$ cat src/rtl/seven_segment_decoder.sv
// ============================================================================
// Module      : seven_segment_decoder
// Description : Sniffs a multiplexed, active-low 4-digit seven-segment bus,
//               waits for each {an,seg} pattern to be stable, and decodes the
//               lit segments back into per-digit hex values, decimal points,
//               validity flags, error pulses and frame-complete pulses.
//               Optional macro SEG_DECODER_TIMEOUT_EN adds per-digit
//               staleness timers.
// Revision    : 1.0 - initial release
// ============================================================================
`default_nettype none

module seven_segment_decoder #(
    parameter int STABLE_CYCLES  = 8,
    parameter int TIMEOUT_CYCLES = 65536
) (
    input  logic       clk,
    input  logic       rst,
    input  logic [7:0] seg,
    input  logic [3:0] an,
    output logic [3:0] d0,
    output logic [3:0] d1,
    output logic [3:0] d2,
    output logic [3:0] d3,
    output logic [3:0] dp,
    output logic [3:0] valid,
    output logic       err,
    output logic       frame_done
);

    typedef enum logic [1:0] {
        ST_IDLE   = 2'd0,
        ST_SETTLE = 2'd1,
        ST_HELD   = 2'd2
    } state_t;

    localparam logic [7:0] CNT_LAST = 8'(STABLE_CYCLES - 1);

    // Returns {hit, value} for an active-low g..a pattern.
    function automatic logic [4:0] hex_decode(input logic [6:0] s);
        case (s)
            7'h40:   hex_decode = 5'h10;
            7'h79:   hex_decode = 5'h11;
            7'h24:   hex_decode = 5'h12;
            7'h30:   hex_decode = 5'h13;
            7'h19:   hex_decode = 5'h14;
            7'h12:   hex_decode = 5'h15;
            7'h02:   hex_decode = 5'h16;
            7'h78:   hex_decode = 5'h17;
            7'h00:   hex_decode = 5'h18;
            7'h10:   hex_decode = 5'h19;
            7'h08:   hex_decode = 5'h1A;
            7'h03:   hex_decode = 5'h1B;
            7'h27:   hex_decode = 5'h1C;
            7'h21:   hex_decode = 5'h1D;
            7'h06:   hex_decode = 5'h1E;
            7'h0E:   hex_decode = 5'h1F;
            default: hex_decode = 5'h00;
        endcase
    endfunction

    logic [7:0]  seg_s1_q, seg_s2_q;
    logic [3:0]  an_s1_q, an_s2_q;
    logic [11:0] smp_q;
    state_t      state_q;
    logic [7:0]  cnt_q;
    logic [3:0]  d_q [4];
    logic [3:0]  dp_q, valid_q, seen_q;
    logic        err_q, fd_q;

    logic [11:0] cur;
    logic        change;
    logic [7:0]  cnt_d;
    logic        stable_hit, blank, onehot;
    logic [1:0]  idx;
    logic [3:0]  idx_bit;
    logic [4:0]  dec;
    logic        legal_cap, illegal_cap;
    logic [3:0]  expire;
    logic [3:0]  seen_d, valid_d;
    logic        fd_d;

    // Two-flop synchronizer; idle bus value is all segments/anodes off
    always_ff @(posedge clk or posedge rst) begin
        if (rst) begin
            seg_s1_q <= 8'hFF;
            seg_s2_q <= 8'hFF;
            an_s1_q  <= 4'hF;
            an_s2_q  <= 4'hF;
        end else begin
            seg_s1_q <= seg;
            seg_s2_q <= seg_s1_q;
            an_s1_q  <= an;
            an_s2_q  <= an_s1_q;
        end
    end

    // Pattern classification, stability detection and decode
    always_comb begin
        cur        = {an_s2_q, seg_s2_q};
        change     = (cur != smp_q);
        cnt_d      = (cnt_q == 8'hFF) ? 8'hFF : cnt_q + 8'd1;
        stable_hit = (state_q == ST_SETTLE) && !change && (cnt_q == CNT_LAST);
        blank      = (an_s2_q == 4'hF);
        onehot     = 1'b1;
        idx        = 2'd0;
        case (an_s2_q)
            4'b1110: idx = 2'd0;
            4'b1101: idx = 2'd1;
            4'b1011: idx = 2'd2;
            4'b0111: idx = 2'd3;
            default: onehot = 1'b0;
        endcase
        idx_bit     = 4'b0001 << idx;
        dec         = hex_decode(seg_s2_q[6:0]);
        legal_cap   = stable_hit && onehot && dec[4];
        illegal_cap = stable_hit && !blank && !(onehot && dec[4]);
    end

    // Next valid/seen flags; a capture overrides a simultaneous expiry
    always_comb begin
        valid_d = valid_q & ~expire;
        seen_d  = seen_q & ~expire;
        fd_d    = 1'b0;
        if (legal_cap) begin
            valid_d = valid_d | idx_bit;
            if ((seen_d | idx_bit) == 4'hF) begin
                fd_d   = 1'b1;
                seen_d = idx_bit;
            end else begin
                seen_d = seen_d | idx_bit;
            end
        end else if (illegal_cap && onehot) begin
            valid_d = valid_d & ~idx_bit;
        end
    end

`ifdef SEG_DECODER_TIMEOUT_EN
    localparam int TW = $clog2(TIMEOUT_CYCLES);
    localparam logic [TW-1:0] TMO_LAST = TW'(TIMEOUT_CYCLES - 1);

    logic       hlegal_q;
    logic [1:0] hidx_q;
    logic [3:0] reload;

    // Remember which digit is being held so it can keep refreshing its timer
    always_ff @(posedge clk or posedge rst) begin
        if (rst) begin
            hlegal_q <= 1'b0;
            hidx_q   <= 2'd0;
        end else if (stable_hit) begin
            hlegal_q <= legal_cap;
            hidx_q   <= idx;
        end
    end

    always_comb begin
        reload = 4'b0000;
        if (legal_cap)
            reload = idx_bit;
        else if ((state_q == ST_HELD) && hlegal_q && !change)
            reload = 4'b0001 << hidx_q;
    end

    generate
        for (genvar n = 0; n < 4; n++) begin : g_tmr
            logic [TW-1:0] tmr_q;
            // Clocks since last refresh, saturating at the timeout point
            always_ff @(posedge clk or posedge rst) begin
                if (rst)
                    tmr_q <= '0;
                else if (reload[n])
                    tmr_q <= '0;
                else if (tmr_q != TMO_LAST)
                    tmr_q <= tmr_q + 1'b1;
            end
            assign expire[n] = (tmr_q == TMO_LAST) && !reload[n];
        end
    endgenerate
`else
    assign expire = 4'b0000;
`endif

    // FSM plus registered capture outputs
    always_ff @(posedge clk or posedge rst) begin
        if (rst) begin
            smp_q   <= 12'hFFF;
            state_q <= ST_IDLE;
            cnt_q   <= 8'd0;
            for (int i = 0; i < 4; i++) d_q[i] <= 4'd0;
            dp_q    <= 4'b0000;
            valid_q <= 4'b0000;
            seen_q  <= 4'b0000;
            err_q   <= 1'b0;
            fd_q    <= 1'b0;
        end else begin
            smp_q   <= cur;
            valid_q <= valid_d;
            seen_q  <= seen_d;
            fd_q    <= fd_d;
            err_q   <= illegal_cap;
            if (change) begin
                state_q <= ST_SETTLE;
                cnt_q   <= 8'd1;
            end else begin
                cnt_q <= cnt_d;
                if (stable_hit)
                    state_q <= blank ? ST_IDLE : ST_HELD;
            end
            if (legal_cap) begin
                d_q[idx]  <= dec[3:0];
                dp_q[idx] <= ~seg_s2_q[7];
            end
        end
    end

    assign d0         = d_q[0];
    assign d1         = d_q[1];
    assign d2         = d_q[2];
    assign d3         = d_q[3];
    assign dp         = dp_q;
    assign valid      = valid_q;
    assign err        = err_q;
    assign frame_done = fd_q;

endmodule

`default_nettype wire
$ cat config.mk
export PLATFORM = sky130hd
export DESIGN_NAME = seven_segment_decoder
export DESIGN_NICKNAME = d
export VERILOG_FILES = /design/src/rtl/seven_segment_decoder.sv
export SDC_FILE = /design/constraint.sdc
export NUM_CORES = 1
export LEC_CHECK = 0
export BUFFER_PORTS_ARGS = -buffer_cell sky130_fd_sc_hd__buf_2
export CORE_UTILIZATION = 34
export DETAILED_ROUTE_END_ITERATION = 12
export PLACE_DENSITY = 0.5
export SYNTH_ARGS = -nofsm -noshare
export SYNTH_HDL_FRONTEND = slang
export SYNTH_SLANG_ARGS = --single-unit
$ cat constraint.sdc
create_clock -name clk -period 2.7 [get_ports clk]
set_clock_uncertainty 0.2 [all_clocks]
set_input_delay 0.675 -clock clk [delete_from_list [all_inputs] [get_ports clk]]
set_output_delay 0.675 -clock clk [all_outputs]
set_load 0.005 [all_outputs]
-- After elaboration in Yosys (flattened, before gate mapping)
Cells that the tools add are included.
- bits in registers: 76
- bits in latches: 0
- RAM bits: 0
- ROM bits: 0
- input bits: 14
- output and inout bits: 26
- logic and storage cells: 89
- memories: 0
- add/sub/neg operators: 1
- multipliers: 0
- divide/modulo/power cells: 0
- magnitude comparators: 4
- eq/ne operators: 25
- shift operators: 1
- multiplexer cells: 19
- bitwise gates (word level): 6
- reductions and logical operators: 17
- operators by type and width (operator ; number):
    $pmux 5 s16 ; 1
    $eq 7x6->1 const B ; 4
    $eq 7x5->1 const B ; 3
    $eq 7x7->1 const B ; 3
    $eq 4x4->1 const B ; 5
    $bwmux 16 ; 1
    $mux 4 ; 4
    $mux 8 ; 2
    $eq 7x2->1 const B ; 2
    $eq 7x4->1 const B ; 2
    $ne 12x12->1 ; 1
    $logic_and 1x1->1 ; 10
    $add 8x1->8 const B ; 1
    $demux 4 s2 ; 1
    $eq 8x3->1 const B ; 1
    $eq 8x8->1 const B ; 1
    $or 4x4->4 ; 2
    $eq 7x3->1 const B ; 1
    $logic_not 7->1 ; 1
    $mux 2 ; 3
    $pmux 2 s3 ; 1
    $and 4x4->4 ; 1
    $bwmux 4 ; 1
    $eq 4x3->1 const B ; 1
    other kinds (14) ; 20

-- Logic depth before layout (Yosys ltp)
Gate-level depths: netlist (run 1).
- depth after elaboration: 9
- depth in mapped cells: 9
- depth with buffers taken out: 6

-- Worst setup path after synthesis (run 1)
No wires, ideal clock.
- path kind: register to register
- start: reg an_s2_q[0]
- end: reg d_q (netlist bit d2[0])
- library setup time: 125 ps
- arrival time: 2206 ps
- required time: 2375 ps
- setup slack: 169 ps
- stages on the path, launching flop included: 7
- buffers on the path: 1
- period minus slack after synthesis: 2531 ps
- cell sequence: dfstp_2 > clkbuf_1 > xor2_1 > nor4_2 > nand4_4 > nor3b_4 > mux2_4
- cells in the longest elaborated chain, start to end: 8
- elaborated cells on any way between the ends: 20
- classes of those cells: order compare (2); eq/ne (5); mux (5); bitwise (1); reduce/logical (7)
- RTL lines (item ; RTL line ; text):
    from (decl) ; 63 ; logic [3:0] an_s1_q, an_s2_q;
    from (signal assigned) ; 94 ; an_s2_q <= an_s1_q;
    $eq 4x3->1 / $eq 4x4->1 (equally long branches) ; 107 ; case (an_s2_q)
    $pmux 2 s3 ; 107 ;
    $not 2->3 (not written as such) ; 211 ; d_q[idx] <= dec[3:0];
    $ge 3x3->1 (not written as such) / $lt 3x1->1 (equally long branches) ; 211 ;
    $logic_and 1x1->1 (not written as such) ; 211 ;
    $mux 4 (not written as such) ; 211 ;
    $demux 4 s2 ; 211 ;
    $bwmux 16 ; 211 ;
    to (signal, indexed assignment) ; 211 ;
    to (decl) ; 67 ; logic [3:0] d_q [4];
Several ways; a longest one is shown, not always the timed one.
A chain may end at the register's enable or synchronous reset.

-- Worst setup path in the final report (run 1)
- start: reg seg_s2_q[1]
- end: reg d_q (netlist bit d2[3])
- cells in the longest elaborated chain, start to end: 6
- elaborated cells on any way between the ends: 24
- classes of those cells: eq/ne (16); mux (2); reduce/logical (6)
- RTL lines (item ; RTL line ; text):
    from (decl) ; 62 ; logic [7:0] seg_s1_q, seg_s2_q;
    from (signal assigned) ; 92 ; seg_s2_q <= seg_s1_q;
    branches (longest 6 deep; another with $pmux 5 s16) ; - ;
Several ways; the timed one is not identified.

==> impl_metrics.json, run 1 <==
{
  "status": "finished with violations",
  "violations": "DRC",
  "ys_seq_elements": 76,
  "max_slew_margin_pct": 64.82,
  "fp.coreArea_um2": 9729,
  "ctsLongestPathBuffers": 2,
  "grt_pass1_wl_mm": 10.60,
  "antenna_found_initial": 0,
  "track_usage_pct": 13.48,
  "final.period_utilization_pct": 96.74,
  "max_stage_delay_ns": 0.69,
  "fp_rows": 36,
  "post_drt_wl_per_cell_um": 13.70,
  "detail_route.vias_per_cell": 4.672,
  "cts_inserted_buffers": 9,
  "grt.overflow.total": 0,
  "synth-warning-count": 0,
  "rr_startpoint": "seg_s2_q[1]",
  "antennaDiodeCount": 0,
  "die_h_um": 102.0,
  "drive_gt1_share_pct": 48.79,
  "criticalPathCategory": "reg -> reg",
  "syn_area_per_cell_um2": 13.03,
  "seq_area_frac_synth_pct": 57.23,
  "routedLengthMet1_mm": 3.090,
  "cp_slowest_cell": "sky130_fd_sc_hd__dfstp_2",
  "type_of_destination_of_the_critical_path": "flop",
  "cts.reportedPaths.clkPinSlew_ns": 0.08,
  "worst_hold_path_type": "reg -> reg",
  "timing_max_transition_violations_final": 0,
  "gp_routability_congestion": 0.7817,
  "cp_delay_by_family_top": "simple AND/OR/NAND/NOR gates",
  "fin_setup_tns_ns": 0,
  "drtAntennaViolNets": 0,
  "clkSinkCount": 76,
  "synthArstFlopShare_pct": 100.0,
  "dominantRegCellSynth": "sky130_fd_sc_hd__dfrtp_1",
  "startpoint": "seg_s2_q[1]",
  "cts.hold.buffers_added": 0,
  "num-nets-final": 340,
  "post-layout-total-power_mw": 2.186,
  "ctsHtreeMaxLevel": 3,
  "hold_start": "seg_s1_q[6]",
  "start_util_pct": 34.97,
  "cp.buffers_inverters": 1,
  "io_buffers": 39,
  "syn-cell-area_um2": 3402,
  "synth_edf_count": 0,
  "num_io_pins": 40,
  "worst_setup_path_start_kind": "flop",
  "worst_path_cell_chain": "nor2_1, o21ai_1, a21oi_2, or4_4, nor3b_4, buf_4, mux2_4",
  "rsz0062_at_grt": "false",
  "met3WireLength_um": 287,
  "netlist-cell-type-count": 56,
  "dr_total_vias": 2163,
  "critical_path_required_ns": 2.73,
  "drt_drc_violations_left": 1,
  "timing.critical_path.fanout_max": 13,
  "half_perimeter_wire_length_after_placement_mm": 4.403,
  "power.static_leakage_nw": 1.879,
  "total_met2_wirelength_after_detailed_routing_mm": 2.862,
  "crit_arrival_ns": 2.65,
  "topRoutingLayerUsed": "met4",
  "design.die.area_um2": 10410,
  "totalWireLength_mm": 6.342,
  "maximum_number_of_pins_on_one_net_before_global_route_repair": 52,
  "tritoncts": "built",
  "final_hold_viol_count": 0,
  "syn-instance-count": 261,
  "setup_viol": 0,
  "worstSkewPairLatency_ns": 0.35,
  "area.growth.synth_to_final_pct": 21.40,
  "tightestPinTransition_ns": 0.5265,
  "first_iter_violations": 113,
  "min_period_ns": 2.612,
  "syn_nets": 276,
  "grt_pass1_vias": 2107,
  "power_density_cells_nw_per_um2": 529.3,
  "clock.fmax_mhz": 382.9,
  "fp.dieW_um": 102.0,
  "vdd_ir_drop_max_uv": 290.4,
  "max_cap_viol_count": 0,
  "cts_root_buffer": "sky130_fd_sc_hd__clkbuf_8",
  "drt_first_pass_iters": 8
}
==> layout make-up <==
| type | count | area (um^2) |
|---|---|---|
| Inverter | 14 | 56.30 |
| Tap cell | 133 | 166.4 |
| Sequential cell | 76 | 1951 |
| Timing Repair Buffer | 68 | 447.9 |
| Clock buffer | 10 | 148.9 |
| Clock inverter | 6 | 43.79 |
| Multi-Input combinational cell | 156 | 1316 |
| Fill cell | 934 | 5599 |
==> timing repair <==
item | 4_1_cts | 5_1_grt
setup buffers | 0 | 5
resized for setup | 0 | 3
setup endpoints to repair | 0 | 20
==> report_power, final <==
part	internal (mW)	total (mW)	switching (mW)	leakage [nW]
combinational	0.0645	0.148	0.0835	0.853
sequential	1.19	1.21	0.0240	0.928
clock	0.394	0.826	0.432	0.0982
total	1.65	2.19	0.540	1.88
==> logic make-up after synthesis <==
family / count (synthesis) / synth area share, %
AO/OA/AOI/OAI: 38 / 7.760
XOR/XNOR: 18 / 4.634
adder cells (fa/ha/maj): 2 / 0.6987
buffers and inverters: 29 / 4.303
flip-flops: 76 / 57.23
multiplexers: 23 / 9.231
AND/OR/NAND/NOR: 75 / 16.15
==> per-layer routing <==
metal / up-vias / GRT usage [%]
li1: 1054 / -
met1: 1045 / 18.47
met2: 54 / 20.24
met3: 10 / 3.557
met4: 0 / 5.604
met5: - / 0
==> cell usage in the layout (no fill, tap or decap), drive strengths merged, types with 5 or more instances in the layout <==
cell type / Yosys / routed
buf: 9 / 68
dfrtp: 40 / 40
dfstp: 36 / 36
mux2: 19 / 19
inv: 14 / 15
xor2: 13 / 13
nand2: 10 / 10
clkbuf: 6 / 10
nor2: 9 / 9
nor3: 8 / 8
a21oi: 8 / 8
o21ai: 7 / 7
nand3: 6 / 6
nand4: 6 / 6
xnor2: 5 / 5
==> sequential cells by signal, indices dropped and copies added (netlist names), 8 cells and up, named ones only <==
name / cells
cnt_q: 8
seg_s1_q: 8
seg_s2_q: 8
smp_q: 12
==> worst paths after layout <==
check                              end  slack [ns]  cells past startpoint
max                              d2[3]        0.09                      7
min                        seg_s2_q[6]        0.16                      0
max reg2reg                      d2[3]        0.09                      7
min reg2reg                seg_s2_q[6]        0.16                      0
max in group asynchronous    smp_q[10]        1.46                      3
min in group asynchronous  seg_s1_q[1]        0.47                      2
==> through the flow <==
stage	hold WS [ns]	utilization (%)	setup WS (ns)	area [um^2]	std cells
detailed placement	0.1468	39.87	0.02695	3879	442
finish	0.1581	42.45	0.08813	4130	463
CTS	0.1597	41.85	0.02439	4071	458
global placement	0.1456	39.87	0.06997	3879	442
global route	0.1619	42.45	0.004402	4130	463
floorplan	0.1452	-	0.1693	3406	261
==> synth_stat cells, types with 5 or more instances <==
library cell,n,area [um^2]
sky130_fd_sc_hd__xnor2_1,5,43.79
sky130_fd_sc_hd__nand2_1,10,37.54
sky130_fd_sc_hd__dfrtp_1,40,1001
sky130_fd_sc_hd__nand3_1,6,30.03
sky130_fd_sc_hd__dfstp_2,36,945.9
sky130_fd_sc_hd__a21oi_1,7,35.03
sky130_fd_sc_hd__nor2_1,8,30.03
sky130_fd_sc_hd__xor2_1,13,113.9
sky130_fd_sc_hd__inv_1,14,52.55
sky130_fd_sc_hd__o21ai_0,5,25.02
sky130_fd_sc_hd__nand4_1,5,31.28
sky130_fd_sc_hd__mux2_4,16,240.2
sky130_fd_sc_hd__clkbuf_1,6,22.52
sky130_fd_sc_hd__nor3_1,8,40.04
Power figures use the tool's default switching activity.
==> run 2: changes to the inputs <==
CAP_MARGIN = 30   (was unset)
PLACE_DENSITY = 0.48   (was 0.5)
clock period = 3.04 ns   (was 2.7 ns; I/O delays follow)
==> run 2 against run 1 <==
The flow now finishes without violations; worst setup slack gained 0.17 ns; die area unchanged; fmax is 6.1% lower; sequential power down 11%; clock-buffer cell count up 4; flip-flop and latch count stayed put; non-clock buffer count shrank 21; largest cell class unchanged; first-iteration DRC count fell by 2.7%; power fell by 8.8%; sequential share of layout area is 1.9 points higher; largest power group unchanged.
==> impl_metrics.json, run 2 (same netlist as run 1, synthesis figures left out) <==
{
  "max_flop_register": "smp_q",
  "cp_delay_by_family_top": "simple AND/OR/NAND/NOR gates",
  "gp_routability_congestion": 0.8329,
  "worst_setup_path_start_kind": "flop",
  "largest_register_ff_count": 12,
  "critical_path_required_ns": 3.07,
  "antenna_found_initial": 0,
  "grt.met1_usage_pct": 17.74,
  "ctsHtreeMaxLevel": 3,
  "max_stage_delay_ns": 0.55,
  "cp_slowest_cell": "sky130_fd_sc_hd__or4_4",
  "num-nets-final": 319,
  "antennaDiodeCount": 0,
  "setup_viol": 0,
  "finalHoldWorstSlack_ns": 0.1432,
  "first_iter_violations": 110,
  "footprint_of_the_multi_input_gates_um2": 1309,
  "drt_drc_violations_left": 0,
  "switchingPower_mw": 0.4568,
  "status": "complete, no violations",
  "half_perimeter_wire_length_after_placement_mm": 4.089,
  "timing.critical_path.fanout_max": 7,
  "worstSkewPairLatency_ns": 0.35,
  "track_usage_pct": 12.99,
  "dr_total_vias": 2040,
  "dpl_worst_slack_ns": 0.2376,
  "tritoncts": "built",
  "final.period_utilization_pct": 91.53,
  "io_buffers": 39,
  "worst_path_cell_chain": "or4_4, or4_1, nor2_1, and3_1, mux2_4",
  "cts_root_buffer": "sky130_fd_sc_hd__clkbuf_8",
  "num_io_pins": 40,
  "rr_startpoint": "cnt_q[5]",
  "die_h_um": 102.0,
  "max_slew_margin_pct": 58.29,
  "dp_cells": 426,
  "fp.dieW_um": 102.0,
  "most-common-layout-cells": "sky130_fd_sc_hd__dfrtp_1 (40), sky130_fd_sc_hd__buf_2 (39), sky130_fd_sc_hd__dfstp_2 (36), sky130_fd_sc_hd__mux2_4 (16)",
  "ctsLongestPathBuffers": 2,
  "drtAntennaViolNets": 0,
  "detail_route.vias_per_cell": 4.615,
  "maximum_number_of_pins_on_one_net_before_global_route_repair": 77,
  "grtUsageMet2_pct": 19.00,
  "share_comb_of_total_power_pct": 5.1,
  "grt_pass1_vias": 2019,
  "min_period_ns": 2.782,
  "type_of_destination_of_the_critical_path": "flop",
  "internal-power_mw": 1.537,
  "cp.buffers_inverters": 0,
  "power.static_leakage_nw": 1.780,
  "postCtsResizedCells": 0,
  "grt_util_met3_pct": 3.146,
  "post_drt_wl_per_cell_um": 13.81,
  "grt.overflow.total": 0,
  "worst-r2r-setup-slack_ns": 0.26,
  "hold_start": "seg_s1_q[1]",
  "tightestPinTransition_ns": 0.6191,
  "power.share.clock_pct": 40.5,
  "fp_rows": 36,
  "vdd_ir_drop_max_uv": 255.8,
  "startpoint": "cnt_q[5]",
  "start_util_pct": 34.97,
  "layout_commonest_cell": "sky130_fd_sc_hd__dfrtp_1",
  "power_density_cells_nw_per_um2": 503.4,
  "register_area_um2": 1947,
  "clock.fmax_mhz": 359.4,
  "fin_setup_tns_ns": 0,
  "totalWireLength_mm": 6.103,
  "cts.hold.buffers_added": 0,
  "max_cap_viol_count": 0,
  "power_switching_share_pct": 22.91,
  "final_critical_path_setup_slack_ns": 0.2575,
  "globalRoute.busiestLayer": "met2",
  "cts_post_setup_buffers_inserted": 0,
  "fp.coreArea_um2": 9729,
  "drt_first_pass_iters": 4,
  "rsz0062_at_grt": "false",
  "drive_gt1_share_pct": 44.34,
  "area.growth.synth_to_final_pct": 16.40,
  "fill_cells": 975,
  "cts_inserted_buffers": 9,
  "worst_hold_path_type": "reg -> reg",
  "p_seq_share_pct": 54.4,
  "criticalPathCategory": "reg -> reg",
  "grt_pass1_wl_mm": 10.22,
  "finish.cell_count_without_fillers": 442,
  "crit_arrival_ns": 2.82,
  "design.die.area_um2": 10410,
  "cts.reportedPaths.clkPinSlew_ns": 0.08,
  "clkSinkCount": 76,
  "final_hold_viol_count": 0,
  "timing_max_transition_violations_final": 0
}
[run 2: changes by cell type in the layout (fill, tap and decap cells not counted), moves of 2 or more]
| cell | before | now |
|---|---|---|
| sky130_fd_sc_hd__clkbuf_8 | 9 | 11 |
| sky130_fd_sc_hd__buf_12 | 3 | 1 |
| sky130_fd_sc_hd__buf_4 | 25 | 7 |
| sky130_fd_sc_hd__inv_6 | 2 | 0 |
[run 2: worst paths after layout]
check,cells after the start,to
max,5,d1[1]
min,0,seg_s2_q[1]
max reg2reg,5,d1[1]
min reg2reg,0,seg_s2_q[1]
max in group asynchronous,3,smp_q[7]
min in group asynchronous,3,cnt_q[0]
[run 2: power groups by stage]
stage / Clock [mW] / Sequential, mW / Combinational [mW]
final: 0.808 / 1.08 / 0.101
after global routing: 0.885 / 1.09 / 0.113
after CTS: 0.846 / 1.08 / 0.104
after detailed placement: 0 / 1.10 / 0.104
after global placement: 0 / 1.10 / 0.103
after floorplan: 0 / 1.08 / 0.0918
[run 2: layout make-up]
class | instances | area share [%]
multi-input cells | 156 | 33.05
clock buffers | 14 | 5.182
inverters | 14 | 1.327
well taps | 133 | 4.202
clock inverters | 2 | 0.3160
repair buffers | 47 | 6.761
flip-flops and latches | 76 | 49.16
[run 2: stage by stage]
| step | util [%] | instance area, um^2 | total power, mW |
|---|---|---|---|
| global placement | 38.46 | 3742 | 1.205 |
| detailed placement | 38.46 | 3742 | 1.206 |
| floorplan | - | 3402 | 1.175 |
| finish | 40.70 | 3960 | 1.994 |
| global route | 40.70 | 3960 | 2.088 |
| CTS | 40.70 | 3960 | 2.034 |
[run 2: per-layer routing]
layer,wire length (um),part of all wire [%]
met1,3087,51
met2,2673,44
met3,224,3.7
met4,117,1.9
met5,0,0
